==> config.mk <==
export PLATFORM = sky130hd
export DESIGN_NAME = alu_operand_stage
export DESIGN_NICKNAME = d
export VERILOG_FILES = /design/src/rtl/alu_operand_stage_pkg.sv /design/src/rtl/alu_operand_stage_bypass.sv /design/src/rtl/alu_operand_stage.sv
export SDC_FILE = /design/constraint.sdc
export NUM_CORES = 1
export LEC_CHECK = 0
export CAP_MARGIN = 40
export CORE_UTILIZATION = 30
export DETAILED_ROUTE_END_ITERATION = 8
export GPL_TIMING_DRIVEN = 0
export PLACE_DENSITY = 0.64
export RECOVER_POWER = 100
export SLEW_MARGIN = 0
export SYNTH_ARGS = -nofsm -noshare
export SYNTH_HDL_FRONTEND = slang
export SYNTH_SLANG_ARGS = --single-unit
export TNS_END_PERCENT = 1
==> constraint.sdc <==
create_clock -name clk -period 2.9 [get_ports clk]
set_input_delay 0.725 -clock clk [delete_from_list [all_inputs] [get_ports clk]]
set_output_delay 0.725 -clock clk [all_outputs]
set_load 0.02 [all_outputs]
==> src/rtl/alu_operand_stage_pkg.sv <==
// Shared constants and ALU opcode encoding for the operand issue stage.
// The stage treats opcodes as opaque and passes them through unchanged.
package alu_operand_stage_pkg;

  localparam int XLEN = 32;
  localparam int RIDX = 5;
  localparam int CNTW = 32;

  // bit 3 selects the compare variant of the base operation
  typedef enum logic [3:0] {
    ALU_ADD  = 4'd0,
    ALU_SUB  = 4'd1,
    ALU_AND  = 4'd2,
    ALU_OR   = 4'd3,
    ALU_XOR  = 4'd4,
    ALU_SRL  = 4'd5,
    ALU_SRA  = 4'd6,
    ALU_SLL  = 4'd7,
    ALU_SLTU = 4'd9
  } alu_op_e;

endpackage

==> src/rtl/alu_operand_stage_bypass.sv <==
// Resolves one source operand: x0, then EX result, then WB data, then the
// register file. A load in EX never forwards since its data is not ready.
module operand_bypass #(
  parameter int XLEN = alu_operand_stage_pkg::XLEN,
  parameter int RIDX = alu_operand_stage_pkg::RIDX
) (
  input  logic [RIDX-1:0] idx,
  input  logic [XLEN-1:0] rf_data,
  input  logic            ex_valid,
  input  logic            ex_is_load,
  input  logic [RIDX-1:0] ex_rd,
  input  logic [XLEN-1:0] ex_res,
  input  logic            wb_valid,
  input  logic [RIDX-1:0] wb_rd,
  input  logic [XLEN-1:0] wb_data,
  output logic [XLEN-1:0] value
);

  always_comb begin
    value = rf_data;
    if (idx == '0)
      value = '0;
    else if (ex_valid && !ex_is_load && (ex_rd == idx))
      value = ex_res;
    else if (wb_valid && (wb_rd == idx))
      value = wb_data;
  end

endmodule

==> src/rtl/alu_operand_stage.sv <==
// Issue stage in front of the ALU: reads and bypasses operands, holds off on
// load-use hazards and presents registered operands over valid/ready.
module alu_operand_stage #(
  parameter int XLEN = alu_operand_stage_pkg::XLEN,
  parameter int RIDX = alu_operand_stage_pkg::RIDX,
  parameter int CNTW = alu_operand_stage_pkg::CNTW
) (
  input  logic            clk,
  input  logic            rst,
  input  logic            flush,
  input  logic            dec_valid,
  output logic            dec_ready,
  input  logic [3:0]      dec_op,
  input  logic [RIDX-1:0] dec_rs1,
  input  logic [RIDX-1:0] dec_rs2,
  input  logic [RIDX-1:0] dec_rd,
  input  logic [XLEN-1:0] dec_imm,
  input  logic            dec_use_imm,
  output logic [RIDX-1:0] rf_raddr1,
  output logic [RIDX-1:0] rf_raddr2,
  input  logic [XLEN-1:0] rf_rdata1,
  input  logic [XLEN-1:0] rf_rdata2,
  input  logic            ex_valid,
  input  logic            ex_is_load,
  input  logic [RIDX-1:0] ex_rd,
  input  logic [XLEN-1:0] ex_res,
  input  logic            wb_valid,
  input  logic [RIDX-1:0] wb_rd,
  input  logic [XLEN-1:0] wb_data,
  output logic            alu_valid,
  input  logic            alu_ready,
  output logic [XLEN-1:0] alu_a,
  output logic [XLEN-1:0] alu_b,
  output logic [3:0]      alu_op,
  output logic [RIDX-1:0] alu_rd,
  output logic [CNTW-1:0] stall_cnt
);

  // Handshakes: a transfer happens on a cycle where valid && ready are both
  // high at the rising edge; valid never depends on ready, and held payload is
  // stable while valid && !ready.
  logic            hazard;
  logic            space;
  logic            accept;
  logic [XLEN-1:0] fwd1;
  logic [XLEN-1:0] fwd2;

  assign rf_raddr1 = dec_rs1;
  assign rf_raddr2 = dec_rs2;

  assign hazard = dec_valid && ex_valid && ex_is_load && (ex_rd != '0) &&
                  ((ex_rd == dec_rs1) || (!dec_use_imm && (ex_rd == dec_rs2)));
  assign space     = !alu_valid || alu_ready;
  assign dec_ready = space && !hazard && !flush;
  assign accept    = dec_valid && dec_ready;

  operand_bypass #(.XLEN(XLEN), .RIDX(RIDX)) u_bypass1 (
    .idx        (dec_rs1),
    .rf_data    (rf_rdata1),
    .ex_valid   (ex_valid),
    .ex_is_load (ex_is_load),
    .ex_rd      (ex_rd),
    .ex_res     (ex_res),
    .wb_valid   (wb_valid),
    .wb_rd      (wb_rd),
    .wb_data    (wb_data),
    .value      (fwd1)
  );

  operand_bypass #(.XLEN(XLEN), .RIDX(RIDX)) u_bypass2 (
    .idx        (dec_rs2),
    .rf_data    (rf_rdata2),
    .ex_valid   (ex_valid),
    .ex_is_load (ex_is_load),
    .ex_rd      (ex_rd),
    .ex_res     (ex_res),
    .wb_valid   (wb_valid),
    .wb_rd      (wb_rd),
    .wb_data    (wb_data),
    .value      (fwd2)
  );

  always_ff @(posedge clk) begin
    if (rst) begin
      alu_valid <= 1'b0;
      alu_a     <= '0;
      alu_b     <= '0;
      alu_op    <= '0;
      alu_rd    <= '0;
      stall_cnt <= '0;
    end else begin
      if (flush) begin
        alu_valid <= 1'b0;
      end else if (accept) begin
        alu_valid <= 1'b1;
        alu_a     <= fwd1;
        alu_b     <= dec_use_imm ? dec_imm : fwd2;
        alu_op    <= dec_op;
        alu_rd    <= dec_rd;
      end else if (alu_ready) begin
        alu_valid <= 1'b0;
      end
      // a hazard behind a stuck output is backpressure, not a stall
      if (hazard && space && !flush && (stall_cnt != {CNTW{1'b1}}))
        stall_cnt <= stall_cnt + CNTW'(1);
    end
  end

endmodule

* Word level (Yosys, flattened, before mapping)
Cells that the tools add are included.
Word-level totals: output and inout bits 117, word-level logic and storage cells 51, input bits 198, bits in read-only memories 0, flip-flop bits (word level) 106, bits in writable memories 0, memories kept 0, bits in latches 0
Operators by class: $add $sub $neg 1, magnitude comparators 0, divide/modulo/power cells 0, reduce and logical (&&, ||, !) cells 29, equality and inequality tests 5, bitwise logic cells 1, $mul 0, multiplexer cells 9, shifts and indexed selects 0
Operators with widths (number):
- two-way mux 32 bit | 7
- adder 32 x 1 -> 32 bit (second input constant) | 1
- != test 32 bit (second input constant) | 1
- == test 5 bit | 4
- logical AND 1 bit | 16
- zero test 5 bit | 2
- zero test 1 bit | 5
- nonzero test 5 bit | 1
- logical OR 1 bit | 2
- two-way mux 1 bit | 2
- AND reduction 2 bit | 1
- nonzero test 2 bit | 1
- OR reduction 2 bit | 1
- inverter 1 bit | 1

* Logic depth before layout (Yosys ltp)
Gate-level depths: netlist of the first run.
depth in word-level cells 9, mapped depth 9, mapped depth without buffers 7

* Modules after synthesis
Synthesis of the first run repeated with hierarchy kept, for this count alone.
Second synthesis, totals: cells, all modules 903, area total of the unflattened synthesis 6911.6 um^2
Modules (own cells, without submodules):
- alu_operand_stage | instances 1, seq. area each 2122.0 um^2, cells an instance 551, area each 4752.1 um^2
- operand_bypass | instances 2, seq. area each 0.0 um^2, cells an instance 176, area each 1079.8 um^2

* Worst setup path after synthesis of the first run
No wires, ideal clock.
path kind input -> output, start point input ex_rd[1], end point output dec_ready, required time 2.175 ns, data arrival time 1.738 ns, cell stages on the path 5, setup slack 0.437 ns, buffers on the path 0, path through xor2_1 > nor3_1 > nor4b_2 > o21ai_0 > and2_1
Between the ends: cells in the longest elaborated chain, start to end 7, elaborated cells on any way between the ends 10, those cells by class eq/ne: 2; reduce/logical: 8
Ends and longest elaborated chain:
- start, declared | RTL line alu_operand_stage.sv:25 | input logic [RIDX-1:0] ex_rd,
- == test 5 bit | RTL line alu_operand_stage.sv:52 | ((ex_rd == dec_rs1) || (!dec_use_imm && (ex_rd == dec_rs2)));
- logical AND 1 bit | RTL line alu_operand_stage.sv:52
- logical OR 1 bit | RTL line alu_operand_stage.sv:52
- logical AND 1 bit * | RTL line alu_operand_stage.sv:51 | assign hazard = dec_valid && ex_valid && ex_is_load && (ex_rd != '0) &&
- zero test 1 bit * | RTL line alu_operand_stage.sv:54 | assign dec_ready = space && !hazard && !flush;
- logical AND 1 bit * (2 in series) | RTL line alu_operand_stage.sv:54
- end, declared | RTL line alu_operand_stage.sv:12 | output logic dec_ready,
Mark *: on every way between the ends. The rest lies on a longest branch, timed or not.

* Worst setup path in the final report of the first run
start point input dec_rs2[1], end point output dec_ready
Between the ends: cells in the longest elaborated chain, start to end 7
Ends and longest elaborated chain:
- start, declared | RTL line alu_operand_stage.sv:15 | input logic [RIDX-1:0] dec_rs2,
- == test 5 bit | RTL line alu_operand_stage.sv:52
- logical AND 1 bit | RTL line alu_operand_stage.sv:52
- logical OR 1 bit | RTL line alu_operand_stage.sv:52
- logical AND 1 bit | RTL line alu_operand_stage.sv:51
- zero test 1 bit | RTL line alu_operand_stage.sv:54
- logical AND 1 bit (2 in series) | RTL line alu_operand_stage.sv:54
No other way between the ends.

==> impl_table.tex, run 1 <==
\begin{tabular}{lr}
\hline
Metric & Value \\
\hline
\multicolumn{2}{l}{\textbf{Timing}} \\
Slew @ Worst Pin & 654 ps \\
Post-Route Skew & 8.93 ps \\
Worst rel slew slack & 56.0\% \\
Final setup slack of the worst path & 16.1 ps \\
Setup repair after global routing missed its margin & true \\
Max Clock Freq & 0.347 GHz \\
Pins over their slew limit & 0 \\
Share of the clock period used by the worst path & 99.4\% \\
Final hold violations & 0 \\
Min cycle time layout & 2880 ps \\
Setup-violating endpoint count in the final report & 0 \\
\multicolumn{2}{l}{\textbf{GRT}} \\
Global routing usage summed across all routing layers & 24.6\% \\
Number of antenna violations at the first check in global routing & 1 \\
Remaining global-route overflow & 0 \\
Largest net degree at the start of global routing & 22 \\
Vias in the first global route & 6528 \\
Wire length of the first global-routing pass & 37.4 mm \\
\multicolumn{2}{l}{\textbf{Power and ir drop}} \\
Switching portion of total power & 29.8\% \\
Areal power density over the cells & 380 nW/µm² \\
Sequential power share & 42.1\% \\
Switching component of the power & 1.09 mW \\
Internal power summed over all cells & 2.58 mW \\
Pleak & 3.70 nW \\
Gate power share & 23.2\% \\
IR Drop Worst-Case VDD & 0.259 mV \\
Power share of the clock group & 34.6\% \\
\multicolumn{2}{l}{\textbf{Setup path}} \\
Chain of cells forming the critical path & dlygate4sd2\_1, xor2\_1, nor3\_2, nor4b\_4, o21ai\_2, and2\_1, buf\_2 \\
Max Fanout on Critical Path & 4 \\
Endpoint required time on the critical path & 2170 ps \\
Max stage delay on crit path & 300 ps \\
Crit path max-delay family & simple AND/OR/NAND/NOR gates \\
Critical path's slowest cell & sky130\_fd\_sc\_hd\_\_dlygate4sd2\_1 \\
Crit path capture type & primary output \\
Worst Setup Start Kind & input port \\
Critical path data arrival time & 2160 ps \\
Worst Path Buf+Inv & 2 \\
Critical path start-end classification & in2out \\
\multicolumn{2}{l}{\textbf{Layout}} \\
Share of cells above drive strength 1 & 5.69\% \\
Final Instance Area & 9660 µm² \\
Area growth from synthesis to layout & 65.3\% \\
Leading cell type in the layout, fill and taps excluded & sky130\_fd\_sc\_hd\_\_clkdlybuf4s50\_1 \\
Area taken by flip-flops and latches & 2120 µm² \\
Commonest cells after routing, fill and taps aside & sky130\_fd\_sc\_hd\_\_clkdlybuf4s50\_1 (182), sky130\_fd\_sc\_hd\_\_nand2\_1 (128), sky130\_fd\_sc\_hd\_\_dlygate4sd3\_1 (117) \\
Area of combinational cells with multiple inputs & 3420 µm² \\
Count of filler cells inserted in the layout & 1910 \\
Count of antenna diodes in the layout & 0 \\
NumNets Final & 1284 \\
\multicolumn{2}{l}{\textbf{CTS}} \\
Post-CTS Hold Fix Bufs & 0 \\
TritonCTS sink count & 106 \\
Htree depth & 3 \\
Largest buffer count on any clock path & 2 \\
TritonCTS buffer count & 9 \\
Clock tree from TritonCTS & yes \\
Clock insertion delay at the later pin of the skew report & 360 ps \\
Worst-path clk slew & 80 ps \\
Clock root buffer master & sky130\_fd\_sc\_hd\_\_clkbuf\_16 \\
\multicolumn{2}{l}{\textbf{Floorplanning}} \\
Core region area & 18900 µm² \\
Top-Level Pins & 315 \\
Initial standard-cell utilization of the core & 30.9\% \\
Standard-cell rows & 50 \\
Floorplan die area & 20000 µm² \\
Horizontal extent of the die & 142 µm \\
Die height & 142 µm \\
\multicolumn{2}{l}{\textbf{Synth}} \\
Number of enable flip-flop cells after synthesis & 0 \\
Post-synth cell types & 43 \\
Async set or reset register ratio after synthesis & 0\% \\
Ranking of synthesized cells by area & sky130\_fd\_sc\_hd\_\_dfxtp\_1 (36\%), sky130\_fd\_sc\_hd\_\_nand2\_1 (8.2\%), sky130\_fd\_sc\_hd\_\_o21ai\_0 (5.8\%) \\
Synthesized area & 5840 µm² \\
Mapped Avg Cell Area & 7.70 µm² \\
Flops \& latches, synth & 106 \\
Number of warnings issued by yosys & 0 \\
Most frequently used flop master after synthesis & sky130\_fd\_sc\_hd\_\_dfxtp\_1 \\
Post-synthesis cell type with the largest combined area & sky130\_fd\_sc\_hd\_\_dfxtp\_1 \\
Sequential share of the synthesized area & 36.3\% \\
Proportion of netlist area held by the largest area contributor & 36.3\% \\
Cell count after synthesis & 759 \\
Net count after synthesis & 958 \\
\multicolumn{2}{l}{\textbf{Detailed routing}} \\
Number of iterations in the first detailed-routing pass & 5 \\
Total routed wire length on the met1 layer & 10.6 mm \\
Ratio of routed vias to standard cells & 4.99 \\
Iteration-0 DRC count of the detailed router & 300 \\
Detailed-route wire length & 25.3 mm \\
Routed wirelength normalized by instance count & 18.7 µm \\
Top Layer Used & met5 \\
Met2 wire length & 12.0 mm \\
Detailed-route via count & 6730 \\
Routed length on met3 & 2.04 mm \\
Residual DRC count & 0 \\
Antenna viol nets, final & 0 \\
\multicolumn{2}{l}{\textbf{Job}} \\
Max cap viols & 0 \\
\multicolumn{2}{l}{\textbf{Run status}} \\
Run status & completed \\
\multicolumn{2}{l}{\textbf{Place}} \\
Final HPWL from detailed placement & 20.1 mm \\
IO Port Bufs & 313 \\
Routability Congestion & 0.891 \\
Area after DPL & 9300 µm² \\
Setup WS pre-CTS & -892 ps \\
\multicolumn{2}{l}{\textbf{Worst hold path}} \\
Min-Delay Path Class & reg2reg \\
\hline
\end{tabular}
[what timing repair did]
action | in CTS | in global routing
resized for setup | 36 | 6
pin swaps | 2 | 0
buffers inserted | 2 | 2
setup endpoints to repair | 73 | 68
[final timing paths]
kind	start	slack (ps)	end	cells past startpoint
max	dec_rs2[1]	20	dec_ready	7
min	alu_rd[0]	450	alu_rd[0]	2
max reg2reg	stall_cnt[2]	310	stall_cnt[30]	7
min reg2reg	alu_rd[0]	450	alu_rd[0]	2
[routing by layer]
| layer | vias up | GRT usage [%] |
|---|---|---|
| met5 | - | 0 |
| met4 | 2 | 8.32 |
| met3 | 34 | 6.01 |
| met2 | 243 | 42.4 |
| met1 | 3116 | 29.8 |
| li1 | 3335 | - |
[per-stage QoR]
stage	power (mW)	utilization (%)	setup TNS, ps	cells	hold slack (ps)
floorplan	1.92	-	0	759	532
global placement	2.45	49.2	-55510	1332	442
detailed placement	2.45	49.2	-57260	1332	446
CTS	3.73	51.1	0	1349	458
global route	3.81	51.1	-314	1350	475
finish	3.67	51.1	0	1350	451
[logic make-up (layout without fill, tap and decap cells)]
logic type                 after synthesis  count (layout)  synth area share, %
xor gates and xnor gates                47              47                 7.05
adders and majority gates                1               1                0.214
muxes                                   34              34                 5.87
AOI/OAI and AO/OA                      183             183                 20.2
DFF                                    106             106                 36.3
and+or+nand+nor                        316             316                 24.5
buffers and inverters                   72             403                 5.81
[state kept, by name, summed over array words and instances (netlist names)]
name / count
alu_a: 32
alu_b: 32
stall_cnt: 32
alu_rd: 5
alu_op: 4
alu_valid: 1
[power groups by stage]
stage	clock [mW]	combinational, mW	sequential [mW]
floorplan	0	0.270	1.65
global placement	0	0.869	1.58
detailed placement	0	0.871	1.58
CTS	1.30	0.880	1.55
global route	1.34	0.915	1.55
finish	1.27	0.853	1.55
[cell usage after synthesis (all sizes together) (7+ instances only)]
master,n
o21ai,68
nand3,22
mux2i,32
a21oi,15
nor3,55
xor2,19
nand4,8
nand2,128
nor4,7
a31oi,33
and3,7
o2bb2ai,32
clkbuf,46
buf,24
dfxtp,106
xnor2,28
a211oi,33
nor2,70
[worst register-to-register path, delay by kind of cell, from the launching register on]
family / cells / cell delay (ps)
DFF: 1 / 460
AOI/OAI and AO/OA: 1 / 220
and+or+nand+nor: 5 / 1460
muxes: 1 / 340
[cell type report]
type,count,area share [%]
Buffer,68,3.47
Clock buffer,9,2.33
Clock inverter,7,0.842
Inverter,2,0.0777
Multi-Input combinational cell,581,35.4
Sequential cell,106,22.0
Tap cell,260,3.37
Timing Repair Buffer,317,32.5
Note: power is estimated with default switching activity, not from simulation.
==> inputs of run 2 (changes only) <==
- CAP_MARGIN: 40 -> 20
==> results of run 2 <==
Same layout as run 1: the final DEF is identical, and so are final timing and power.
==> inputs of run 3 (changes only) <==
- ABC_CLOCK_PERIOD_IN_PS: default -> 2900
==> results of run 3 <==
Same layout as run 1: the final DEF is identical, and so are final timing and power.
